[src/rtl/hamming_dist_unit.sv]
// Serial Hamming-distance counter for an XOR difference vector: one bit per clock,
// start/busy/done handshake, threshold match flag and a saturating running total.
module hamming_dist_unit #(
    parameter int unsigned N      = 16,
    parameter int unsigned CW     = 5,
    parameter int unsigned AW     = 8,
    parameter int unsigned THRESH = 4
) (
    input  logic          clk,
    input  logic          rst,
    input  logic          start,
    input  logic [N-1:0]  x,
    input  logic          clear_acc,
    output logic          busy,
    output logic          done,
    output logic [CW-1:0] count,
    output logic          match,
    output logic [AW-1:0] acc,
    output logic          acc_sat
);

    localparam int unsigned IW = (N > 1) ? $clog2(N) : 1;

    typedef enum logic [1:0] {IDLE, SHIFT, DONE} state_t;

    state_t          state, state_n;
    logic [N-1:0]    sreg, sreg_n;
    logic [CW-1:0]   cnt, cnt_n, cnt_add;
    logic [IW-1:0]   idx, idx_n;
    logic [CW-1:0]   count_n;
    logic            match_n;
    logic [AW-1:0]   acc_n, acc_base;
    logic            acc_sat_n;
    logic [AW:0]     acc_sum;
    logic            busy_n, done_n;

    // Next-state, datapath and registered-output decode
    always_comb begin
        state_n   = state;
        sreg_n    = sreg;
        cnt_n     = cnt;
        idx_n     = idx;
        count_n   = count;
        match_n   = match;
        acc_n     = acc;
        acc_sat_n = acc_sat;
        cnt_add   = cnt + CW'(sreg[0]);
        acc_base  = clear_acc ? '0 : acc;
        acc_sum   = (AW+1)'(acc_base) + (AW+1)'(count);

        if (clear_acc) begin
            acc_n     = '0;
            acc_sat_n = 1'b0;
        end

        case (state)
            IDLE: begin
                if (start) begin
                    sreg_n  = x;
                    cnt_n   = '0;
                    idx_n   = '0;
                    state_n = SHIFT;
                end
            end
            SHIFT: begin
                sreg_n = sreg >> 1;
                cnt_n  = cnt_add;
                idx_n  = idx + IW'(1);
                // Final bit is folded in on this edge, so publish the completed count now
                if (idx == IW'(N - 1)) begin
                    state_n = DONE;
                    count_n = cnt_add;
                    match_n = (cnt_add <= CW'(THRESH));
                end
            end
            DONE: begin
                // acc_base already reflects clear_acc, giving clear-then-add
                if (acc_sum[AW]) begin
                    acc_n     = '1;
                    acc_sat_n = 1'b1;
                end else begin
                    acc_n = acc_sum[AW-1:0];
                end
                if (start) begin
                    sreg_n  = x;
                    cnt_n   = '0;
                    idx_n   = '0;
                    state_n = SHIFT;
                end else begin
                    state_n = IDLE;
                end
            end
            default: state_n = IDLE;
        endcase

        busy_n = (state_n == SHIFT);
        done_n = (state_n == DONE);
    end

    // State and output registers
    always_ff @(posedge clk or posedge rst) begin
        if (rst) begin
            state   <= IDLE;
            sreg    <= '0;
            cnt     <= '0;
            idx     <= '0;
            busy    <= 1'b0;
            done    <= 1'b0;
            count   <= '0;
            match   <= 1'b0;
            acc     <= '0;
            acc_sat <= 1'b0;
        end else begin
            state   <= state_n;
            sreg    <= sreg_n;
            cnt     <= cnt_n;
            idx     <= idx_n;
            busy    <= busy_n;
            done    <= done_n;
            count   <= count_n;
            match   <= match_n;
            acc     <= acc_n;
            acc_sat <= acc_sat_n;
        end
    end

endmodule

[config.mk]
export PLATFORM = sky130hd
export DESIGN_NAME = hamming_dist_unit
export DESIGN_NICKNAME = d
export VERILOG_FILES = /design/src/rtl/hamming_dist_unit.sv
export SDC_FILE = /design/constraint.sdc
export NUM_CORES = 1
export LEC_CHECK = 0
export ABC_AREA = 1
export CAP_MARGIN = 20
export CELL_PAD_IN_SITES_DETAIL_PLACEMENT = 1
export CELL_PAD_IN_SITES_GLOBAL_PLACEMENT = 2
export CORE_UTILIZATION = 32
export CTS_BUF_LIST = sky130_fd_sc_hd__clkbuf_8 sky130_fd_sc_hd__clkbuf_16
export DETAILED_ROUTE_END_ITERATION = 8
export PLACE_DENSITY_LB_ADDON = 0.25
export SYNTH_ARGS = -nofsm -noshare
export SYNTH_HDL_FRONTEND = slang
export SYNTH_SLANG_ARGS = --single-unit
[constraint.sdc]
create_clock -name clk -period 2.1 [get_ports clk]
set_input_delay 0.21 -clock clk [delete_from_list [all_inputs] [get_ports clk]]
set_output_delay 0.21 -clock clk [all_outputs]
set_load 0.02 [all_outputs]
==> key figures <==
Run status
  – Status: finished clean

Floorplanning
  – Num ports: 37
  – Core footprint: 7210 sq um
  – Die area: 7790 sq um
  – Die height: around 88 um
  – Starting density of the core: 33.0%
  – Die X: 88.3 um
  – Row count: 31

Placed design
  – Port-buffer cells: 36
  – Placed inst area: 2840 sq um
  – Post-place setup slack: -0.0221 ns
  – Post-DP HPWL: 3980 um
  – RePlAce Congestion: 0.738

Final layout
  – Inserted Diodes: 0
  – Layout net count: ~350
  – Share of layout cells above drive strength 1: 13.5%
  – Area grow syn2layout: 24.5%
  – Final core occ: around 41%
  – Design Area, Final: between 2000 and 3000 sq um

Synthesis
  – Syn Nets: 306
  – Seq/Total Area, Yosys: a little under half
  – Yosys cell types: 25
  – Number of synthesized register bits: 44
  – Avg Inst Size Synth: 8.60 sq um
  – YS warnings: 0
  – Post-Syn Area: 2380 sq um
  – Gate Count Post-Synth: 277

Setup path
  – Req. time, crit path: roughly 2.3 ns
  – CP startpoint kind: flip-flop
  – CP dominant cell by count: inv_1
  – Slowest-stage cell, CP: fa_1
  – CP top delay family: adder cells
  – RR Startpoint: acc[0]
  – Reg2reg setup slack: 0.25 ns
  – Critical path endpoint category: flip-flop
  – CP max FO: 3
  – WP buf/inv: 2
  – R2r worst-path depth: 9
  – Worst EP arrival: 2.04 ns
  – Crit-path max cell delay: between 0.4 and 0.5 ns
  – Crit Path Class: reg2reg
  – R2R Path End: acc[2]
  – Worst-path cell chain: inv_1, nor2_1, ha_1, fa_1, or2_2, a21oi_1, nand3_1, o21ai_1, inv_1
  – Crit path launch: acc[0]

STA
  – Fin crit share: roughly nine tenths
  – Hold slack: 0.358 ns
  – Setup Viol. Count Final: 0
  – Worst Slack Setup Final: 0.249 ns
  – Final Hold Vio Count: 0
  – F_max: 540 MHz
  – Fin. max-slew vios: 0
  – Max Clock Skew: 0.00334 ns
  – Worst Tran Pin Value: 0.576 ns
  – Slew margin rel.: between 60% and 70%
  – Minimum clock period: 1.85 ns
  – RSZ-0062 raised after global routing: no

Power
  – Maximum VDD drop: 0.529 mV
  – Total chip power: 3430 uW
  – Power Density: approximately 1200 nW/um^2
  – Leakage power: 0.00149 uW

Clocking
  – Longest Clk Path Bufs: 2
  – Post-CTS setup buffer count: 0
  – CTS tree: built
  – Worst-Skew Late Latency: 0.30 ns
  – Total clock sinks: 44
  – Hold_buf cts: 0
  – Clock transition at path regs: 0.08 ns
  – Clk root buf: clkbuf_8
  – Post-CTS sizing: 0
  – Total CTS buffers: 5
  – H-tree Lvls: 2

Drt
  – DRC Markers: 0
  – Wire length per cell: 13.0 um
  – Vias: 1941
  – Drt initial violations: about 40
  – Drt pass-1 iters: 4
  – Routed Antenna Nets: 0
  – Via density: between 4 and 5
  – Final WL: 5400 um

Global route
  – All-Layer GR Usage: ~16%
  – Antenna violations before repair: 0
  – Grt ovf: 0
  – Largest net degree at the start of global routing: 45
  – Global-route wire length before repair: 9340 um
  – Vias in the first global route: 1979

Worst hold path
  – Hold Crit Class: in2async

Job
  – Max-cap violations: 0
[cell families (layout without fill, tap and decap cells)]
family          Yosys count  after routing  synth area share, %
fa+ha+maj                 9              9                 5.04
simple gates            156            156                 33.0
buf+inv                  33             74                 7.09
compound gates           32             32                 7.51
xor+xnor                  3              3                 1.10
flops                    44             44                 46.2
[worst register-to-register path, cell delays in order (launching register included)]
cell     delay (ns)
dfrtp_1        0.39
inv_1          0.06
nor2_1         0.05
ha_1           0.21
fa_1           0.41
or2_2          0.29
a21oi_1        0.14
nand3_1        0.09
o21ai_1        0.07
inv_1          0.05
[flip-flops by register name, summed over array words and instances, names as in the netlist]
name     flops
sreg        16
acc          8
cnt          5
count        5
idx          4
state        2
acc_sat      1
busy         1
done         1
match        1
[layer usage]
metal	GRT usage [%]	share of wire [%]
met3	2.99	3.1
met2	25.4	47
met4	5.43	1.7
met5	0	0
met1	21.1	48
[where the power goes]
group | internal (uW) | switching [uW] | leakage [uW]
Sequential | 1160 | 228 | 0.000550
Clock | 420 | 295 | 0.0000645
Combinational | 556 | 772 | 0.000872
[cell usage after synthesis]
master | instances | area, sq um
nor2_8 | 1 | 20.0
nand3_4 | 1 | 17.5
a31oi_1 | 15 | 93.8
buf_2 | 4 | 20.0
xor2_1 | 3 | 26.3
nor2_4 | 3 | 33.8
o21ai_0 | 6 | 30.0
buf_6 | 4 | 45.0
inv_2 | 3 | 11.3
ha_1 | 8 | 100
inv_4 | 2 | 12.5
dfrtp_1 | 44 | 1100
o21ai_1 | 2 | 10.0
a21oi_1 | 9 | 45.0
nor2_1 | 27 | 101
nand2_1 | 84 | 315
or2_2 | 1 | 6.26
nand3_2 | 7 | 70.1
inv_6 | 1 | 8.76
nand4_1 | 2 | 12.5
nand2_2 | 2 | 12.5
inv_1 | 19 | 71.3
nand2_4 | 9 | 101
fa_1 | 1 | 20.0
nand3_1 | 19 | 95.1
[through the flow]
| stage | TNS [ns] | cells |
|---|---|---|
| 3_5_place_dp | -0.0221 | 409 |
| 6_report | 0 | 417 |
| 3_3_place_gp | 0 | 409 |
| 2_1_floorplan | 0 | 277 |
| 5_1_grt | 0 | 417 |
| 4_1_cts | 0 | 417 |
[area by class of cell]
class                   count  area, sq um
multi-input cells         200         1110
clock inverters             1         30.0
fillers                   881         4250
flip-flops and latches     44         1100
well taps                  99          124
inverters                  25          104
clock buffers               7         96.3
repair buffers             41          398
[how the worst max path moves through the flow]
stage | end | slack, ns | cells after the start
after floorplan | acc[2] | 0.29 | 9
after global placement | acc[2] | 0.02 | 9
after detailed placement | acc[2] | -0.02 | 9
after CTS | acc[2] | 0.24 | 9
after global routing | acc[2] | 0.15 | 10
final | acc[2] | 0.25 | 9
[layout by cell type (no fill, tap or decap), drive strengths merged]
cell           synthesis  routed
clkinv                 0       1
nand3                 27      27
or2                    1       1
nand4                  2       2
nand2                 95      95
a21oi                  9       9
inv                   25      24
ha                     8       8
buf                    8       5
xor2                   3       3
clkdlybuf4s50          0      36
a31oi                 15      15
o21ai                  8       8
clkbuf                 0       7
dfrtp                 44      44
nor2                  31      31
bufinv                 0       1
fa                     1       1
No activity file was read; power rests on OpenSTA's default activity.
